### config.mk
export PLATFORM = sky130hd
export DESIGN_NAME = fixed_mul_arbiter
export DESIGN_NICKNAME = d
export VERILOG_FILES = /design/src/rtl/fixed_pkg.sv /design/src/rtl/fixed_mul_pipe.sv /design/src/rtl/fixed_mul_arbiter.sv
export SDC_FILE = /design/constraint.sdc
export NUM_CORES = 2
export LEC_CHECK = 0
export CAP_MARGIN = 10
export CORE_ASPECT_RATIO = 2
export CORE_MARGIN = 2
export CORE_UTILIZATION = 53
export CTS_CLUSTER_SIZE = 40
export DETAILED_ROUTE_END_ITERATION = 10
export DONT_BUFFER_PORTS = 1
export MAX_ROUTING_LAYER = met4
export PLACE_DENSITY_LB_ADDON = 0.12
export RECOVER_POWER = 25
export SLEW_MARGIN = 15
export SYNTH_ARGS = -nofsm -noshare
export SYNTH_HDL_FRONTEND = slang
export SYNTH_SLANG_ARGS = --single-unit
### constraint.sdc
create_clock -name clk -period 18.1 [get_ports clk]
set_input_delay 2.715 -clock clk [delete_from_list [all_inputs] [get_ports clk]]
set_output_delay 2.715 -clock clk [all_outputs]
set_load 0.05 [all_outputs]
### src/rtl/fixed_pkg.sv
// rtl/fixed_pkg.sv - Q16.16 fixed-point types, pipeline latency and shared product rounding
package fixed_pkg;

  localparam int TOTAL_WIDTH = 32;
  localparam int FRAC_WIDTH  = 16;
  localparam int MUL_LATENCY = 3;

  typedef logic signed [TOTAL_WIDTH-1:0]   fixed;
  typedef logic signed [2*TOTAL_WIDTH-1:0] fixed_wide;

  localparam fixed_wide ROUND_HALF     = fixed_wide'(1) <<< (FRAC_WIDTH - 1);
  localparam fixed_wide FIXED_MAX_WIDE = (fixed_wide'(1) <<< (TOTAL_WIDTH - 1)) - fixed_wide'(1);
  localparam fixed_wide FIXED_MIN_WIDE = -(fixed_wide'(1) <<< (TOTAL_WIDTH - 1));

  // Round-half-up: ties move toward +inf because the shift floors.
  function automatic fixed_wide mul_round(input fixed_wide p);
    return (p + ROUND_HALF) >>> FRAC_WIDTH;
  endfunction

endpackage

### src/rtl/fixed_mul_pipe.sv
// rtl/fixed_mul_pipe.sv - three-stage tagged Q16.16 multiplier (operands, product, rounded result)
// Saturation and sticky overflow are built only with FIXED_MUL_SATURATE_EN defined.
module fixed_mul_pipe
  import fixed_pkg::*;
#(
  parameter int TAG_W = 2
) (
  input  logic             clk,
  input  logic             reset,
  input  logic             in_valid,
  input  logic [TAG_W-1:0] in_tag,
  input  fixed             a,
  input  fixed             b,
  output logic             out_valid,
  output logic [TAG_W-1:0] out_tag,
  output fixed             out_result,
  output logic             overflow
);

  logic             s1_valid;
  logic [TAG_W-1:0] s1_tag;
  fixed             s1_a;
  fixed             s1_b;
  logic             s2_valid;
  logic [TAG_W-1:0] s2_tag;
  fixed_wide        s2_prod;
  fixed_wide        rounded;
  fixed             next_result;

`ifdef FIXED_MUL_SATURATE_EN
  logic next_ovf;

  always_comb begin
    rounded     = mul_round(s2_prod);
    next_result = fixed'(rounded);
    next_ovf    = 1'b0;
    if (rounded > FIXED_MAX_WIDE) begin
      next_result = fixed'(FIXED_MAX_WIDE);
      next_ovf    = 1'b1;
    end else if (rounded < FIXED_MIN_WIDE) begin
      next_result = fixed'(FIXED_MIN_WIDE);
      next_ovf    = 1'b1;
    end
  end

  always_ff @(posedge clk or posedge reset) begin
    if (reset) begin
      overflow <= 1'b0;
    end else if (s2_valid && next_ovf) begin
      overflow <= 1'b1;
    end
  end
`else
  always_comb begin
    rounded     = mul_round(s2_prod);
    next_result = fixed'(rounded);
  end

  assign overflow = 1'b0;
`endif

  // Data registers only load behind a valid so out_result holds between strobes.
  always_ff @(posedge clk or posedge reset) begin
    if (reset) begin
      s1_valid   <= 1'b0;
      s1_tag     <= '0;
      s1_a       <= '0;
      s1_b       <= '0;
      s2_valid   <= 1'b0;
      s2_tag     <= '0;
      s2_prod    <= '0;
      out_valid  <= 1'b0;
      out_tag    <= '0;
      out_result <= '0;
    end else begin
      s1_valid <= in_valid;
      if (in_valid) begin
        s1_tag <= in_tag;
        s1_a   <= a;
        s1_b   <= b;
      end
      s2_valid <= s1_valid;
      if (s1_valid) begin
        s2_tag  <= s1_tag;
        s2_prod <= fixed_wide'(s1_a) * fixed_wide'(s1_b);
      end
      out_valid <= s2_valid;
      if (s2_valid) begin
        out_tag    <= s2_tag;
        out_result <= next_result;
      end
    end
  end

endmodule

### src/rtl/fixed_mul_arbiter.sv
// rtl/fixed_mul_arbiter.sv - round-robin sharing of one fixed_mul_pipe among NUM_REQ requesters
// FIXED_MUL_SATURATE_EN selects saturating results with a sticky overflow flag.
module fixed_mul_arbiter
  import fixed_pkg::*;
#(
  parameter int NUM_REQ = 4
) (
  input  logic                                  clk,
  input  logic                                  reset,
  input  logic [NUM_REQ-1:0]                    req_valid,
  output logic [NUM_REQ-1:0]                    req_ready,
  input  logic [NUM_REQ-1:0][TOTAL_WIDTH-1:0]   req_a,
  input  logic [NUM_REQ-1:0][TOTAL_WIDTH-1:0]   req_b,
  output logic [NUM_REQ-1:0]                    resp_valid,
  output logic [TOTAL_WIDTH-1:0]                resp_result,
  output logic                                  busy,
  output logic                                  overflow
);

  localparam int TAG_W = $clog2(NUM_REQ);

  logic [TAG_W-1:0]       last;
  logic [TAG_W-1:0]       cand;
  logic [TAG_W-1:0]       grant_idx;
  logic                   grant;
  logic                   out_valid;
  logic [TAG_W-1:0]       out_tag;
  fixed                   out_result;
  logic [MUL_LATENCY-1:0] in_flight;

  // First valid requester after the last grant, wrapping modulo NUM_REQ.
  always_comb begin
    grant     = 1'b0;
    grant_idx = '0;
    cand      = '0;
    req_ready = '0;
    if (!reset) begin
      for (int k = 1; k <= NUM_REQ; k++) begin
        cand = TAG_W'((int'(last) + k) % NUM_REQ);
        if (!grant && req_valid[cand]) begin
          grant     = 1'b1;
          grant_idx = cand;
        end
      end
    end
    if (grant) req_ready[grant_idx] = 1'b1;
  end

  always_ff @(posedge clk or posedge reset) begin
    if (reset) begin
      last      <= TAG_W'(NUM_REQ - 1);
      in_flight <= '0;
    end else begin
      if (grant) last <= grant_idx;
      // Shadow of the pipe's stage valids, one bit per stage.
      in_flight <= {in_flight[MUL_LATENCY-2:0], grant};
    end
  end

  fixed_mul_pipe #(.TAG_W(TAG_W)) u_pipe (
    .clk        (clk),
    .reset      (reset),
    .in_valid   (grant),
    .in_tag     (grant_idx),
    .a          (fixed'(req_a[grant_idx])),
    .b          (fixed'(req_b[grant_idx])),
    .out_valid  (out_valid),
    .out_tag    (out_tag),
    .out_result (out_result),
    .overflow   (overflow)
  );

  always_comb begin
    resp_valid = '0;
    if (out_valid) resp_valid[out_tag] = 1'b1;
  end

  assign resp_result = out_result;
  assign busy        = |in_flight;

endmodule

# [After elaboration in Yosys (flattened, before gate mapping)]
# Cells that the tools add are included.
[op_classes] add_sub_neg=5 mul=1 n_lt_le_gt_ge=8 mux=31 n_reduce_logical=9
[ops] cell="$bmux 32 s2" count=2
[ops] cell="$mux 32" count=2
[ops] cell="$add 48x17->48 const B" count=1
[ops] cell="$mul 32x32->48" count=1
[ops] cell="$lt 2x3->1 const B" count=6
[ops] cell="$mux 1" count=14
[ops] cell="$mux 2" count=5
[ops] cell="$bmux 1 s2" count=4
[ops] cell="$mux 4" count=2
[ops] cell="$logic_and 1x1->1" count=5
[ops] cell="$add 2x1->2 const B" count=2
[ops] cell="$add 2x2->2 const B" count=2
[ops] cell="$demux 1 s2" count=2
[ops] cell="$ge 2x1->1 const B" count=2
[ops] cell="$logic_not 1->1" count=3
[ops] cell="$reduce_or 3->1" count=1
[word_totals] register_bits=158 in_bits=262 output_inout_bits=42 word_cells=66

# [Logic depth before layout (Yosys ltp)]
[logic_depth] word_depth=22 depth_mapped=29 mapped_depth_nobuf=27

# [By module]
# A second synthesis with hierarchy kept.
[hier_totals] hier_cells=3855 hier_area_um2=36819.1
[modules_own_cells] mod="fixed_mul_pipe" n_inst=1 cells_per_inst=3605 area_each_um2=34425.5 seq_area_each_um2=3453.3
[modules_own_cells] mod="fixed_mul_arbiter" n_inst=1 cells_per_inst=250 area_each_um2=2393.5 seq_area_each_um2=127.6

# [Least setup slack after synthesis]
# No wires, ideal clock.
[synth_timing] path_type="input to output" start="input reset" end="output req_ready[1]" arrival_ns=7.575 required_time_ns=15.385 slack_ns=7.810 stages=7 n_path_buf=2 path_cell_list="inv_1 nand2_1 inv_1 nand2b_1 clkbuf_1 clkbuf_1 nor2_1"
[synth_via] elab_chain_len=6 elab_cells_between_ends=8 cone_classes="2 x order compare; 5 x mux; 1 x reduce/logical"
[synth_rtl] element="start, declared" line_no="fixed_mul_arbiter.sv:9" text="input logic reset,"
[synth_rtl] element="$mux 2" line_no="fixed_mul_arbiter.sv:37" text="if (!reset) begin"
[synth_rtl] element="$lt 2x3->1 (not written as such) / $ge 2x1->1 (equally long branches)" line_no="fixed_mul_arbiter.sv:46" text="if (grant) req_ready[grant_idx] = 1'b1;"
[synth_rtl] element="$logic_and 1x1->1 (not written as such)" line_no="fixed_mul_arbiter.sv:46"
[synth_rtl] element="$mux 1 (not written as such)" line_no="fixed_mul_arbiter.sv:46"
[synth_rtl] element="$demux 1 s2" line_no="fixed_mul_arbiter.sv:46"
[synth_rtl] element="$mux 4 *" line_no="fixed_mul_arbiter.sv:46"
[synth_rtl] element="end, declared" line_no="fixed_mul_arbiter.sv:11" text="output logic [NUM_REQ-1:0] req_ready,"
# Every way passes the cells marked *; elsewhere a longest branch is shown, timed or not.

# [Worst setup path in the final report]
[layout_timing] start="input reset" end="output req_ready[0]"
# The elaborated chain is that of the path after synthesis.

==> out/metrics.csv <==
stage;metric;value;unit
floorplan;design.portCount;304;
min_path;worst_hold_path_type;reg -> reg;
cells_and_area;area.growth.synth_to_final;3.589;%
yosys;synth_area_leader_cell;fa_1;
cells_and_area;design.final.nets;5256;
timing;timing.fmax;117.3;MHz
outcome;violations_in_the_final_reports;max-capacitance violations, max-slew violations;
timing;timing_max_transition_violations_final;104;
global_routing;antenna_violations_before_repair;4;
floorplan;die_w;189.0;um
floorplan;core.rowCount;135;
yosys;yosys.cell_types.count;63;
timing;fin_skew;0.02301;ns
global_routing;grt_first_pass_wirelength;171.5;mm
yosys;yosys_warnings;0;
floorplan;initial_utilization;53.58;%
setup_path;arrival_time_at_the_worst_endpoint;5.81;ns
clock_tree;tritoncts;yes;
timing;worst_hold_slack;0.4785;ns
yosys;ys_seq_elements;140;
yosys;xor_xnor_share_of_the_synthesized_area;2.510;%
routing;drcViolationCount;0;
clock_tree;tritoncts.num_buffers;17;
yosys;synth_async_sr_flop_share;100.0;%
floorplan;die_h;374.1;um
placement;io_buffers;0;
yosys;synth_adder_area_share;51.88;%
yosys;synthMuxAreaShare;0.9240;%
clock_tree;clk_pin_slew_worst_paths;0.07;ns
timing;share_of_the_clock_period_used_by_the_worst_path_after_layout;47.09;%
clock_tree;cts-root-buf;clkbuf_16;
global_routing;first_global_vias;30440;
setup_path;regToRegStartpoint;u_pipe.s1_b[2];
setup_path;reg2reg_setup_slack;9.97;ns
timing;layout_setup_ws;9.577;ns
clock_tree;htree_levels;4;
placement;place_worst_setup_slack;9.454;ns
setup_path;critPathCaptureType;primary output;
clock_tree;cts_num_sinks;140;
yosys;synth-seq-area-share;9.661;%
yosys;count_of_flip_flops_with_a_built_in_enable_after_synthesis;0;
routing;vias;27210;
global_routing;global_route.overflow_total;0;
timing;maxSlewHeadroom;-95.68;%
setup_path;crit_path_end;req_ready[0];
yosys;main_combinational_cell_family_by_area_after_synthesis;adder cells;
yosys;post_synth_main_area_contributors;fa_1, dfrtp_1, nand2_1;
routing;drt.antenna.violating_nets;0;
routing;drt_iter0_drc;1348;
cells_and_area;fill_cells;6321;
yosys;post_synthesis_share_of_cell_area_spent_on_and_or_nand_and_nor_gates;21.56;%
yosys;syn_avg_cell_area;8.732;um^2
placement;place_hpwl;85.34;mm
setup_path;cp_max_fo;90;
floorplan;floorplan.core_area;67730;um^2
yosys;synth.top_cell.area_share;46.23;%
setup_path;worstSetupPathType;in -> out;
outcome;run_status;complete, but fails checks;
setup_path;cp-start-kind;input port;
clock_tree;postCtsHoldBufs;0;
setup_path;end_of_the_worst_register_to_register_path;u_pipe.s2_prod[47];
global_routing;grt_max_degree;103;
yosys;synth_compound_area_share;2.348;%
setup_path;crit_required;15.39;ns
setup_path;worst-r2r-cell-count;23;
routing;routed_wire_length_per_instance;22.01;um
routing;routed_wl;107.8;mm
clock_tree;post_cts.repair.setup_buffers;0;
yosys;ys.flop_type;dfrtp_1;
flow_run;cap_viol_max_count;2;
global_routing;grtUsageTotal;33.47;%
timing;final_setup_violating_endpoints;0;
yosys;synth.net_count;5420;
clock_tree;cts_resized;0;
routing;vias_per_cell;5.554;
timing;final.min_clock_period;8.523;ns
timing;worst-slew-pin-transition;2.935;ns
timing;setup_tns;0;ns
routing;drt_pre_antenna_iters;6;
placement;gp_routability_congestion;0.8992;
yosys;synthesis.instances;4156;
clock_tree;worst_skew_pair.late_latency;0.48;ns
yosys;synthesis.area;36290;um^2
timing;grt_setup_unrepaired;false;
cells_and_area;layout-drive-gt1-share;3.521;%
clock_tree;max-clock-path-buffers;2;
setup_path;crit_path_start;reset;
timing;finalHoldViolCount;0;
floorplan;die_area;70710;um^2
critical path, stage by stage:
cell and delay [ns]:
inv_6 0.54, nand2_2 0.57, buf_4 0.46, inv_2 0.14, buf_4 0.57, and2_1 0.27, and2_1 0.49
layer usage:
layer	track usage (%)	wire length, um
met5	-	0
met4	22.26	8859
met3	3.518	5514
met2	59.93	57820
met1	34.26	35630
worst min path at each step:
stage / to / slack, ns / start / cells past startpoint
4_1_cts: u_pipe.s1_a[4] / 0.48 / u_pipe.s1_a[4] / 2
3_3_place_gp: u_pipe.s1_b[3] / 0.46 / u_pipe.s1_b[3] / 2
6_report: u_pipe.s1_a[12] / 0.48 / u_pipe.s1_a[12] / 2
2_1_floorplan: in_flight[1] / 0.38 / in_flight[0] / 0
3_5_place_dp: u_pipe.s1_a[4] / 0.46 / u_pipe.s1_a[4] / 2
5_1_grt: u_pipe.s1_a[4] / 0.49 / u_pipe.s1_a[4] / 2
stage by stage:
step	area, um^2	std cells	utilization, %
final	37590	4899	55.50
after floorplan	36290	4156	-
after global routing	37590	4899	55.50
after global placement	36980	4863	54.60
after CTS	37590	4895	55.50
after detailed placement	36980	4863	54.60
synthesized netlist by cell type, drive strengths merged, types with 2 or more instances:
| cell | number |
|---|---|
| nor3 | 5 |
| mux2i | 2 |
| nand4 | 17 |
| a311oi | 2 |
| o211ai | 2 |
| dfrtp | 138 |
| nand2b | 11 |
| and3 | 8 |
| nand3 | 213 |
| xor2 | 32 |
| and2 | 419 |
| fa | 838 |
| nand2 | 902 |
| and4 | 2 |
| clkbuf | 231 |
| nor4 | 2 |
| a21oi | 66 |
| a22oi | 2 |
| nand3b | 2 |
| or3 | 4 |
| o2111ai | 3 |
| ha | 164 |
| dfstp | 2 |
| o21bai | 2 |
| nor2 | 74 |
| a31oi | 4 |
| buf | 11 |
| nor2b | 13 |
| a21o | 9 |
| o21ai | 16 |
| mux2 | 28 |
| o31ai | 4 |
| a211o | 3 |
| o21a | 5 |
| a221o | 2 |
| xnor2 | 72 |
| inv | 829 |
cell type report:
type / instances / area (um^2) / share of cell area (%)
Timing Repair Buffer: 59 / 435.4 / 1.158
Tap cell: 890 / 1114 / 2.962
Multi-Input combinational cell: 2944 / 28790 / 76.59
Clock buffer: 17 / 425.4 / 1.132
Clock inverter: 15 / 183.9 / 0.4893
Inverter: 830 / 3120 / 8.301
Antenna cell: 4 / 10.01 / 0.02663
Sequential cell: 140 / 3512 / 9.343
sequential cells by signal, indices dropped and copies added, names as in the netlist:
| register | count |
|---|---|
| in_flight | 3 |
| last | 2 |
| u_pipe.out_result | 32 |
| u_pipe.out_tag | 2 |
| u_pipe.s1_a | 32 |
| u_pipe.s1_b | 32 |
| u_pipe.s1_tag | 2 |
| u_pipe.s2_prod | 33 |
| u_pipe.s2_tag | 2 |
layout by cell type, fill, tap and decap left out, types with 3 or more instances in the layout:
| master | n |
|---|---|
| and2_1 | 419 |
| nor3_1 | 4 |
| nor2b_1 | 13 |
| o31ai_1 | 4 |
| ha_1 | 164 |
| inv_8 | 6 |
| nand2_1 | 901 |
| a31oi_1 | 3 |
| xor2_1 | 32 |
| o2111ai_1 | 3 |
| or3_1 | 4 |
| nand3_1 | 212 |
| inv_1 | 827 |
| and3_1 | 8 |
| fa_1 | 838 |
| dfrtp_2 | 5 |
| clkbuf_16 | 17 |
| nand4_1 | 17 |
| nor2_1 | 73 |
| buf_4 | 57 |
| mux2_2 | 28 |
| clkinv_4 | 3 |
| a21o_1 | 9 |
| dfrtp_1 | 133 |
| xnor2_1 | 72 |
| o21ai_0 | 15 |
| diode_2 | 4 |
| nand2b_1 | 10 |
| o21a_1 | 5 |
| clkinv_8 | 4 |
| a21oi_1 | 64 |
kinds of logic after synthesis:
group	after synthesis
compound gates	131
flops	140
mux	30
xor+xnor	104
fa+ha+maj	1002
buf+inv	1072
simple gates	1676
other cells	1
Power is not shown: default switching activity piles up to over one toggle a cycle in this logic, so the estimate is an artifact.
==> variant (same flow settings) <==
Change the package constant `TOTAL_WIDTH` from 32 to 28.
--- a/src/rtl/fixed_pkg.sv
+++ b/src/rtl/fixed_pkg.sv
@@ -2,5 +2,5 @@
 package fixed_pkg;
 
-  localparam int TOTAL_WIDTH = 32;
+  localparam int TOTAL_WIDTH = 28;
   localparam int FRAC_WIDTH  = 16;
   localparam int MUL_LATENCY = 3;
Interface: changed (resized req_a, req_b and resp_result); port bits go from 304 to 268. No check against the original RTL was run, so the function may have changed too.
==> variant against the unedited design <==
Largest cell class unchanged; area after synthesis is 17% lower; die area down 17%; design area is 17% lower; critical path type unchanged; worst setup slack got worse by 2.6 ns; the flow still finishes with violations (max-capacitance violations, max-slew violations); routed wire length fell by 22%; sequential cell count is 16 lower.
Power is not shown: default switching activity piles up to over one toggle a cycle in this logic, so the estimate is an artifact.
==> variant: results (changes against the unedited design) <==
Parameter                              Value

Route
  Routed via count    22424 (-18%)
  Detailed Routing Iterations Pass 1    5 (-1)
  Detailed router's first-iteration violation count    1205 (-11%)
  DR WL/cell    20.87 µm (-5.2%)
  Via/cell ratio    5.548 (-0.12%)

GRT
  Initial antenna violation count    3 (-1)
  GRT met2 Usage    59.21% (-0.72 points)
  Global routing met3 resource utilization    3.375% (-0.14 points)
  Number of global-route vias before repair    25645 (-16%)
  GR met1 Demand/Resource    32.24% (-2.0 points)
  Wire length of the first global-routing pass    135400 µm (-21%)
  Combined global-route utilization of all metal layers    31.58% (-1.9 points)
  Pin count of the biggest net entering global routing    115 (+12%)

Run
  Reported max-cap violation count    3 (+1)

Layout
  Ratio of cells with drive above 1 in the final layout    4.044% (+0.52 points)
  Final layout net count    4331 (-18%)
  Max FFs per register    29 (-12%)
  Number of inserted filler cells in the final layout    5208 (-18%)

STA
  Worst-margin pin slew    3.227 ns (+0.2921 ns)
  Hold Slack    0.4758 ns (-0.002740 ns)
  Max Slew Vio Count    168 (+62%)
  Fin crit period    11.11 ns (+2.589 ns)

Placement
  Final HPWL from detailed placement    68280 µm (-20%)
  Final Wtd Congestion    0.9357 (+4.1%)
  Placed cell count    4007 (-18%)
  Post-placement setup slack    9.120 ns (-0.3338 ns)

Synthesis
  Top post-synthesis cells by count    sky130_fd_sc_hd__nand2_1 (720), sky130_fd_sc_hd__fa_1 (669), sky130_fd_sc_hd__inv_1 (621), sky130_fd_sc_hd__and2_1 (354), sky130_fd_sc_hd__clkbuf_1 (192)
  Number of unique standard cell types used by synthesis    62 (-1.6%)
  Warnings from Yosys    0 (unchanged)
  Dominant cells by area after synthesis    sky130_fd_sc_hd__fa_1 (45%), sky130_fd_sc_hd__dfrtp_1 (10%), sky130_fd_sc_hd__nand2_1 (9.0%)
  Net count of the mapped netlist    4469 (-18%)
  Post-synthesis cell count    3414 (-18%)

Clock network
  Latest clock arrival within the worst-skew pair    0.45 ns (-0.03 ns)
  CTS buffer count    17 (unchanged)

Setup path
  Slowest cell on crit path    sky130_fd_sc_hd__clkinvlp_2
  Max incr delay on CP    2.36 ns (+1.79 ns)
  Critical Path Fanout Max    114 (+27%)
  Worst setup slack for register-to-register paths    10.26 ns (+0.29 ns)
  Worst endpoint data arrival time    8.40 ns (+2.59 ns)

Run status
  Run status    finished with violations
  Violations in the final reports    max-capacitance violations, max-slew violations
[variant: cell types whose count changed in the layout (fill, tap and decap cells not counted), sizes merged, moves of 8 or more]
cell,change
inv,-208
ha,-8
fa,-169
nand2,-182
dfrtp,-16
xnor2,-18
and2,-65
nor2,-17
nand3,-24
a21oi,-9
[variant: cell families after synthesis]
logic type      Yosys count  synth area share, %
compound gates          131                2.929
xor+xnor                 86                2.508
simple gates           1386                21.69
buf+inv                 835                10.46
flops                   124                10.34
other cells               1              0.01249
fa+ha+maj               825                51.09
mux                      26               0.9706
[variant: per-layer routing]
metal	share of wire [%]	vias up
li1	-	9791
met1	34	11533
met2	56	827
met3	4.5	273
met4	5.6	0
met5	0	-
[variant: stage by stage]
| step | cell area, µm² | utilization [%] |
|---|---|---|
| 2_1_floorplan | 30040 | - |
| 3_3_place_gp | 30630 | 54.52 |
| 3_5_place_dp | 30630 | 54.52 |
| 4_1_cts | 31240 | 55.61 |
| 5_1_grt | 31230 | 55.60 |
| 6_report | 31240 | 55.61 |
[variant: layout make-up]
cell class                 count  share of cell area [%]
tap                          750                   3.004
inverter                     623                   7.490
multi-input combinational   2455                   76.27
clock buffer                  18                   1.406
timing repair buffer          55                   1.298
antenna                        3                 0.02403
clock inverter                14                  0.5568
sequential                   124                   9.954
[variant: path summary, 6_finish.rpt]
path                                 start            endpoint  cells after the start
max in group asynchronous            reset        in_flight[1]                      2
min in group asynchronous            reset     u_pipe.s1_a[25]                      1
max                                  reset        req_ready[3]                      6
max reg2reg                 u_pipe.s1_b[1]  u_pipe.s2_prod[39]                     21
min reg2reg                u_pipe.s1_b[25]     u_pipe.s1_b[25]                      2
min                        u_pipe.s1_b[25]     u_pipe.s1_b[25]                      2
[variant: worst max-delay path: cells and delay by family]
family | cells | cell delay, ns
buffers and inverters | 3 | 3.54
AND/OR/NAND/NOR | 3 | 2.03
